$ cat src/rtl/pri_irq_ctrl.sv
// pri_irq_ctrl: edge-capturing interrupt front-end driving an external registered priority encoder
module pri_irq_ctrl #(
  parameter int NUM_REQ     = 4,
  parameter int IDX_W       = 2,
  parameter int ACK_TIMEOUT = 16
) (
  input  logic               clk_i,
  input  logic               rst_i,
  input  logic [NUM_REQ-1:0] req_i,
  input  logic [NUM_REQ-1:0] mask_i,
  output logic [NUM_REQ-1:0] d_o,
  input  logic [IDX_W-1:0]   q_i,
  input  logic               v_i,
  output logic               irq_o,
  output logic [IDX_W-1:0]   irq_id_o,
  input  logic               ack_i,
  output logic [NUM_REQ-1:0] pending_o,
  output logic               timeout_err_o
);
  typedef enum logic [1:0] {IDLE, LOAD, SAMPLE, ASSERT} state_e;
  state_e state_q, state_d;
  logic [NUM_REQ-1:0] req_q, pending_q, pending_d, d_q, d_d, elig, clr;
  logic [IDX_W-1:0] id_q, id_d;
  logic [7:0] cnt_q, cnt_d;
  logic irq_q, irq_d, err_q, err_d, tmo, done;
  assign elig = pending_q & ~mask_i;
  assign tmo  = state_q == ASSERT && !ack_i && cnt_q == 8'(ACK_TIMEOUT - 1);
  assign done = state_q == ASSERT && (ack_i || tmo);
  // state register
  always_ff @(posedge clk_i)
    state_q <= rst_i ? IDLE : state_d;
  // next-state logic
  always_comb
    state_d = state_q == IDLE   ? (|elig ? LOAD : IDLE) :
              state_q == LOAD   ? SAMPLE :
              state_q == SAMPLE ? (v_i ? ASSERT : IDLE) :
              (done ? IDLE : ASSERT);
  // datapath next values; a new edge beats a same-edge clear of its pending bit
  always_comb begin
    clr = '0;
    clr[id_q] = done;
    pending_d = (pending_q & ~clr) | (req_i & ~req_q);
    d_d = state_q == IDLE ? elig : ((state_q == SAMPLE && !v_i) || done) ? '0 : d_q;
    irq_d = state_q == SAMPLE ? v_i : (done ? 1'b0 : irq_q);
    id_d = (state_q == SAMPLE && v_i) ? q_i : id_q;
    cnt_d = state_q == SAMPLE ? 8'd0 : state_q == ASSERT ? cnt_q + 8'd1 : cnt_q;
    err_d = err_q | tmo;
  end
  // datapath registers; req_q tracks req through reset so held lines raise no event
  always_ff @(posedge clk_i) begin
    req_q <= req_i;
    if (rst_i) begin
      pending_q <= '0;
      d_q <= '0;
      irq_q <= 1'b0;
      id_q <= '0;
      cnt_q <= '0;
      err_q <= 1'b0;
    end else begin
      pending_q <= pending_d;
      d_q <= d_d;
      irq_q <= irq_d;
      id_q <= id_d;
      cnt_q <= cnt_d;
      err_q <= err_d;
    end
  end
  assign d_o = d_q;
  assign irq_o = irq_q;
  assign irq_id_o = id_q;
  assign pending_o = pending_q;
  assign timeout_err_o = err_q;
endmodule

$ cat config.mk
export PLATFORM = sky130hd
export DESIGN_NAME = pri_irq_ctrl
export DESIGN_NICKNAME = d
export VERILOG_FILES = /design/src/rtl/pri_irq_ctrl.sv
export SDC_FILE = /design/constraint.sdc
export NUM_CORES = 1
export LEC_CHECK = 0
export CORE_UTILIZATION = 35
export CTS_CLUSTER_DIAMETER = 200
export DETAILED_ROUTE_END_ITERATION = 8
export SYNTH_ARGS = -nofsm -noshare
export SYNTH_HDL_FRONTEND = slang
export SYNTH_SLANG_ARGS = --single-unit
$ cat constraint.sdc
create_clock -name clk_i -period 2 [get_ports clk_i]
set_clock_uncertainty 0.2 [all_clocks]
set_input_delay 0.4 -clock clk_i [delete_from_list [all_inputs] [get_ports clk_i]]
set_output_delay 0.4 -clock clk_i [all_outputs]
set_load 0.02 [all_outputs]
== Word-level counts from Yosys, hierarchy flattened ==
Index checks and enable logic that the tools add are counted.
Operators by class
  $add $sub $neg: 1
  magnitude comparators: 2
  equal/unequal tests: 4
  multiplexer cells: 12
  bitwise logic cells: 9
  reduce and logical (&&, ||, !) cells: 15
Operator list (count)
  AND 4 bit: 4
  inverter 4 bit: 3
  2-to-1 mux 2 bit: 5
  adder 8 x 1 -> 8 bit (second input constant): 1
  equality test 8 x 4 -> 1 bit (second input constant): 1
  2-to-1 mux 4 bit: 2
  logical AND 1 bit: 6
  equality test 2 bit (second input constant): 2
  2-to-1 mux 1 bit: 4
  bitwise OR 4 bit: 1
  nonzero test 2 bit: 2
  OR reduction 4 bit: 1
  less-than comparator 2 x 3 -> 1 bit (second input constant): 1
  demux 1 bit (select 2 bit): 1
  equality test 2 x 1 -> 1 bit (second input constant): 1
  greater-or-equal comparator 2 x 1 -> 1 bit (second input constant): 1
  zero test 1 bit: 2
  zero test 2 bit: 1
  logical OR 1 bit: 2
  OR reduction 2 bit: 1
  bitwise OR 1 bit: 1
Word-level totals
  flip-flop bits (word level): 26
  input bits: 14
  output and inout port bits: 12
  logic and storage cells: 51

== Longest topological paths before layout ==
Gate-level depths: netlist of the first run.
  depth after elaboration: 9
  mapped depth: 6
  gate-level depth less buffers: 5

== Least setup slack after synthesis of the first run ==
OpenSTA, ideal clock, no wires.
  path kind: reg2reg
  start: register cnt_q[4]
  end: register state_q[0]
  library setup time: 0.133 ns
  data arrival time: 1.486 ns
  required time: 1.667 ns
  slack: 0.180 ns
  cell stages (with the launch flop): 6
  buffers on the path: 1
  period minus slack after synthesis: 1.820 ns
  path through: dfxtp_1 or4_1 or4_1 buf_6 nand2_4 o32ai_2
On the way
  cells in the longest elaborated chain, start to end: 8
Ends and longest elaborated chain
  from (decl): RTL line 24  | logic [7:0] cnt_q, cnt_d;
  from (signal assigned): RTL line 64  | cnt_q <= cnt_d;
  equality test 8 x 4 -> 1 bit: RTL line 27  | assign tmo = state_q == ASSERT && !ack_i && cnt_q == 8'(ACK_TIMEOUT - 1);
  logical AND 1 bit: RTL line 27
  logical OR 1 bit: RTL line 28  | assign done = state_q == ASSERT && (ack_i || tmo);
  logical AND 1 bit: RTL line 28
  2-to-1 mux 2 bit: RTL line 37  | (done ? IDLE : ASSERT);
  2-to-1 mux 2 bit: RTL line 36  | state_q == SAMPLE ? (v_i ? ASSERT : IDLE) :
  2-to-1 mux 2 bit: RTL line 35  | state_q == LOAD ? SAMPLE :
  2-to-1 mux 2 bit: RTL line 34  | state_d = state_q == IDLE ? (|elig ? LOAD : IDLE) :
  to (signal assigned): RTL line 31  | state_q <= rst_i ? IDLE : state_d;
  to (decl): RTL line 21  | state_e state_q, state_d;
No other way between the ends.
A chain may end at the register's enable or synchronous reset.

== Final worst setup path of the first run ==
  start: register pending_q[0] (netlist: pending_o[0])
  end: output pending_o[0]
RTL lines
  from (decl): RTL line 22  | logic [NUM_REQ-1:0] req_q, pending_q, pending_d, d_q, d_d, elig, clr;
  from (signal assigned): RTL line 60  | pending_q <= pending_d;
  to (decl): RTL line 17  | output logic [NUM_REQ-1:0] pending_o,
No word-level cell between the ends.

==> results of run 1 <==
==> final cells by class <==
cell class,count,share of cell area
repair buffers,30,0.206
well taps,31,0.0280
flip-flops and latches,26,0.375
multi-input cells,87,0.367
clock buffers,3,0.0162
inverters,3,0.00812
==> synthesized netlist by cell type <==
cell and number:
dfxtp_1 26, nor2_1 14, a21oi_1 13, nand2_1 13, nor2b_1 8, xnor2_1 6
nor3_1 5, o21ai_0 5, nand3_1 4, nand3b_1 4, inv_1 3, clkbuf_1 2
mux2i_1 2, nor3b_1 2, or4_1 2, a21oi_2 1, and3b_1 1, buf_1 1
buf_2 1, buf_6 1, ha_1 1, nand2_4 1, nand2b_1 1, nor4_1 1
o211ai_1 1, o32ai_2 1, o41ai_1 1
==> report_power, final <==
group	total [mW]	switching [mW]	leakage [nW]	internal [mW]
Clock	0.215	0.145	0.0138	0.0704
Combinational	0.145	0.0704	0.275	0.0745
Sequential	0.552	0.0126	0.213	0.539
Total	0.912	0.227	0.501	0.684
==> registers in the layout, indices dropped and copies added, names as in the netlist <==
signal         count
cnt_q              8
d_o                4
pending_o          4
req_q              4
irq_id_o           2
state_q            2
irq_o              1
timeout_err_o      1
==> metrics by stage <==
step	instance area, sq um	total power, mW	hold slack [ns]	setup TNS (ns)	util
6_report	1390	0.912	0.261	0	0.490
5_1_grt	1390	0.953	0.282	0	0.490
4_1_cts	1380	0.921	0.268	0	0.489
3_5_place_dp	1360	0.710	0.248	-0.935	0.482
3_3_place_gp	1360	0.707	0.242	-0.611	0.482
2_1_floorplan	1060	0.638	0.228	0	-
==> placed cells by master (no fill, tap or decap) <==
master / instances
a21oi_2: 1
a21oi_1: 13
nand2_4: 1
nor2b_1: 8
nor2_1: 14
o41ai_1: 1
buf_4: 5
nor4_1: 1
o21ai_0: 5
nand2_1: 13
nand3_1: 4
or4_1: 1
dfxtp_1: 26
inv_1: 3
ha_1: 1
nor3b_1: 2
nor3_1: 5
nand2b_1: 1
dlygate4sd2_1: 2
xnor2_1: 6
mux2i_1: 2
clkdlybuf4s50_1: 23
o211ai_1: 1
or4_4: 1
o32ai_2: 1
nand3b_1: 4
and3b_1: 1
clkbuf_4: 3
==> cell families (layout without fill, tap and decap cells) <==
kind of cell | Yosys count | after routing
XOR/XNOR | 6 | 6
multiplexers | 2 | 2
flip-flops | 26 | 26
buffers and inverters | 8 | 36
adder cells (fa/ha/maj) | 1 | 1
AO/OA/AOI/OAI | 22 | 22
AND/OR/NAND/NOR | 56 | 56
==> worst max-delay path by stage <==
| stage | start | to | slack, ns |
|---|---|---|---|
| after global placement | ack_i | state_q[0] | -0.07 |
| final | pending_o[0] | pending_o[0] | 0.09 |
| after global routing | pending_o[3] | pending_o[3] | 0.05 |
| after detailed placement | ack_i | state_q[0] | -0.11 |
| after floorplan | cnt_q[4] | state_q[0] | 0.18 |
| after CTS | cnt_q[7] | state_q[0] | 0.01 |
==> routing by layer <==
metal,up-vias,track usage
li1,465,-
met1,410,0.209
met2,11,0.249
met3,2,0.0249
met4,0,0.0732
met5,-,0
==> what timing repair did <==
item | in CTS | in global routing
pin swaps | 0 | 0
setup endpoints to repair | 2 | 11
resized for setup | 2 | 1
==> impl_metrics.json, run 1 <==
{
  "status": "complete, but fails checks",
  "violations": "design-rule violations",
  "nets": 166,
  "tightest_slew_ns": 0.348,
  "drc": 4,
  "via_count": 888,
  "min-delay-start": "timeout_err_o",
  "first_iter_violations": 24,
  "setup_ws_ns": 0.0921,
  "slew_headroom": 0.765,
  "netlist.area_leader.share": 0.489,
  "coreArea_sq_um": 2830,
  "clock_latency_ns": 0.31,
  "final_cells": 180,
  "hold_path_end": "timeout_err_o",
  "drt-total-wl_um": 2250,
  "pre_cts_ws_ns": -0.111,
  "critPathKind": "register to output port",
  "max_cap_violations": 0,
  "ios": 26,
  "vias_per_cell": 4.93,
  "rr_worst_depth": 4,
  "synth_compound_area_frac": 0.123,
  "clkSinkCount": 26,
  "ys_ff_latch": 26,
  "yosysWarningCount": 0,
  "cts_hold_buf": 0,
  "avgSynthCellArea_sq_um": 8.80,
  "register_area_sq_um": 520,
  "synth_nets": 136,
  "tritoncts": "done",
  "wl_met3_um": 59,
  "dr_wl_met2_um": 1020,
  "hpwl_um": 1750,
  "fp-row-count": 19,
  "crit_arrival_ns": 1.31,
  "cts_buffer_depth": 2,
  "numCtsBuffers": 3,
  "synthMuxAreaShare": 0.0188,
  "path_buf_inv": 1,
  "post-route-period-util": 0.954,
  "grt_overflow": 0,
  "grtUsageTotal": 0.157,
  "hp-class": "register to register",
  "dr.pass1.iters": 6,
  "hold_viol": 0,
  "synth_xor_area_frac": 0.0494,
  "cts_root_buffer": "clkbuf_4",
  "start_util": 0.376,
  "reg2reg_slack_ns": 0.14,
  "vdd_drop_max_uv": 287,
  "yosys.area_share.adder": 0.0118,
  "antenna_found_initial": 0,
  "synth_cell_types": 27,
  "rsz0062_at_grt": "no",
  "crit_required_ns": 1.40,
  "die_y_um": 57.2,
  "top_layer": "met4",
  "synth_top_area_cell": "dfxtp_1",
  "startpoint_type": "register",
  "clk_pin_slew_worst_paths_ns": 0.13,
  "place.port_buffers": 25,
  "place_congestion": 0.835,
  "place_inst": 177,
  "reg2reg_to": "state_q[0]",
  "leakagePower_nw": 0.501,
  "die_w_um": 57.2,
  "drive_above_1_share": 0.0805,
  "ant_nets": 0,
  "synth_top_family_by_area": "simple AND/OR/NAND/NOR gates",
  "cp_num_cells": 1,
  "diodes": 0,
  "crit_chain": "clkdlybuf4s50_1",
  "grt_pass1_wl_um": 3910,
  "syn_to_final_growth_pct": 30.3,
  "grt_max_degree": 14,
  "crit_family": "buffers and inverters",
  "crit_slowest_cell": "clkdlybuf4s50_1",
  "endpoint_kind": "output port",
  "synth_area_leaders": "dfxtp_1 (49%), a21oi_1 (6.1%), nor2_1 (4.9%), xnor2_1 (4.9%), nor2b_1 (4.7%)",
  "whs_path_depth": 2,
  "htreeDepth": 1,
  "met1_length_um": 1150,
  "powerDensity_nw_per_um2": 657,
  "finalMaxSlewViolations": 0,
  "setup_viol": 0,
  "syn-instance-count": 121,
  "path_max_fanout": 3,
  "grt_pass1_vias": 882,
  "yosysSeqAreaShare": 0.489,
  "fmax_ghz": 0.524,
  "wl_per_cell_um": 12.5,
  "synth-simple-area-share": 0.271,
  "dieArea_sq_um": 3270,
  "r2r-start": "cnt_q[7]",
  "cpPeakStageDelay_ns": 0.61,
  "multiInputGateArea_sq_um": 509,
  "min_period_ns": 1.91,
  "netlist_area_sq_um": 1060,
  "cts_setup_buffers": 0,
  "fillers": 274
}
(Power assumes the default switching activity.)
==> inputs of run 2 (changes only) <==
clock period = 1.9 ns   (was 2 ns; I/O delays follow)
==> run 2 against run 1 <==
  * The run still ends with design-rule violations left
  * Worst hold slack worse by 0.0031 ns
  * Clock power increased by 75%
  * Critical path depth is 3 higher
  * Highest routed layer unchanged
  * Largest power group unchanged
==> impl_metrics.json, run 2 (synthesis results as in run 1) <==
{
  "final_common_cell": "dfxtp_1",
  "fp-row-count": 19,
  "slew_headroom": 0.759,
  "drt-total-wl_um": 2290,
  "max_cap_violations": 0,
  "register_area_sq_um": 522,
  "die_w_um": 57.2,
  "drc": 4,
  "rsz0062_at_grt": "yes",
  "numCtsBuffers": 3,
  "vias_per_cell": 4.98,
  "ant_nets": 0,
  "cts_root_buffer": "clkbuf_4",
  "diodes": 0,
  "cts_setup_buffers": 0,
  "ios": 26,
  "crit_required_ns": 1.91,
  "hp-class": "register to register",
  "busiest_layer": "met2",
  "via_count": 931,
  "start_util": 0.376,
  "tritoncts": "done",
  "grt_pass1_vias": 818,
  "holdWs_ns": 0.258,
  "grt_use_met3": 0.0249,
  "crit_arrival_ns": 1.87,
  "drive_above_1_share": 0.135,
  "grtUsageTotal": 0.153,
  "clk_pin_slew_worst_paths_ns": 0.14,
  "coreArea_sq_um": 2830,
  "first_iter_violations": 32,
  "status": "complete, but fails checks",
  "grtUsageMet1": 0.212,
  "largest_reg_flops": 8,
  "place_congestion": 0.808,
  "use_met2": 0.235,
  "clock_latency_ns": 0.31,
  "tightest_slew_ns": 0.358,
  "tns_ns": 0,
  "endpoint_kind": "register",
  "setup_viol": 0,
  "htreeDepth": 1,
  "final_cell_mix": "dfxtp_1 (25), nor2_1 (14), nand2_1 (13), a21oi_1 (13), clkdlybuf4s50_1 (13)",
  "min_period_ns": 1.86,
  "syn_to_final_growth_pct": 38.8,
  "cts_buffer_depth": 2,
  "post-route-period-util": 0.979,
  "vdd_drop_max_uv": 369,
  "grt_pass1_wl_um": 3880,
  "finish.utilization": 0.522,
  "powerDensity_nw_per_um2": 750,
  "die_y_um": 57.2,
  "multiInputGateArea_sq_um": 513,
  "leakagePower_nw": 0.665,
  "fillers": 265,
  "nets": 172,
  "hpwl_um": 1760,
  "critPathKind": "register to register",
  "finalMaxSlewViolations": 0,
  "place.port_buffers": 25,
  "grt_overflow": 0,
  "violations": "design-rule violations",
  "path_max_fanout": 7,
  "grt_max_degree": 16,
  "top_register": "cnt_q",
  "hold_viol": 0,
  "antenna_found_initial": 0,
  "clkSinkCount": 26,
  "startpoint_type": "register",
  "dieArea_sq_um": 3270,
  "wl_per_cell_um": 12.2,
  "dr.pass1.iters": 6,
  "fmax_ghz": 0.537,
  "cts_hold_buf": 0
}
==> run 2: cell count changes in the layout (fill, tap and decap cells not counted), sizes merged <==
cell,change
clkdlybuf4s50,-10
buf,+6
dlymetal6s2s,+6
dlygate4sd2,+4
bufinv,+1
==> run 2: what timing repair did <==
item                                    in CTS  in global routing
gates resized for setup                      7                  8
cloned                                       0                  0
endpoints found under the setup margin      17                 10
==> run 2: layer usage <==
layer	routed length [um]	up-vias
met5	0	-
met4	18	0
met3	87	2
met2	1060	17
met1	1120	432
li1	-	480
==> run 2: path summary, 6_finish.rpt <==
check,startpoint,end,slack [ns],cells after the start
worst max-delay path,cnt_q[7],state_q[0],0.04,4
worst min-delay path,timeout_err_o,timeout_err_o,0.26,2
worst max register to register,cnt_q[7],state_q[0],0.04,4
worst min register to register,timeout_err_o,timeout_err_o,0.26,2
==> run 2: final cells by class <==
cell class              count  area share
clock inverters             1      0.0203
repair buffers             36       0.230
well taps                  31      0.0262
inverters                   3     0.00762
clock buffers               3      0.0152
flip-flops and latches     26       0.353
multi-input cells          87       0.347
==> run 2: metrics by stage <==
stage	cells	power, mW	setup WS [ns]	area, sq um
6_report	187	1.11	0.0393	1480
5_1_grt	187	1.16	-0.0147	1480
4_1_cts	187	1.12	0.00368	1460
3_3_place_gp	183	0.749	-0.155	1410
2_1_floorplan	121	0.672	0.0804	1060
3_5_place_dp	183	0.751	-0.188	1410
==> run 2: power breakdown <==
group / internal (mW) / total [mW] / switching [mW]
clock: 0.213 / 0.376 / 0.162
combinational: 0.0773 / 0.152 / 0.0751
sequential: 0.568 / 0.581 / 0.0131
total: 0.858 / 1.11 / 0.251
==> run 2: worst max-delay path, cell delays in order (launching register included) <==
cell,delay [ns]
dfxtp_2,0.35
or4_4,0.52
or4_4,0.50
nand2_4,0.13
o32ai_2,0.07
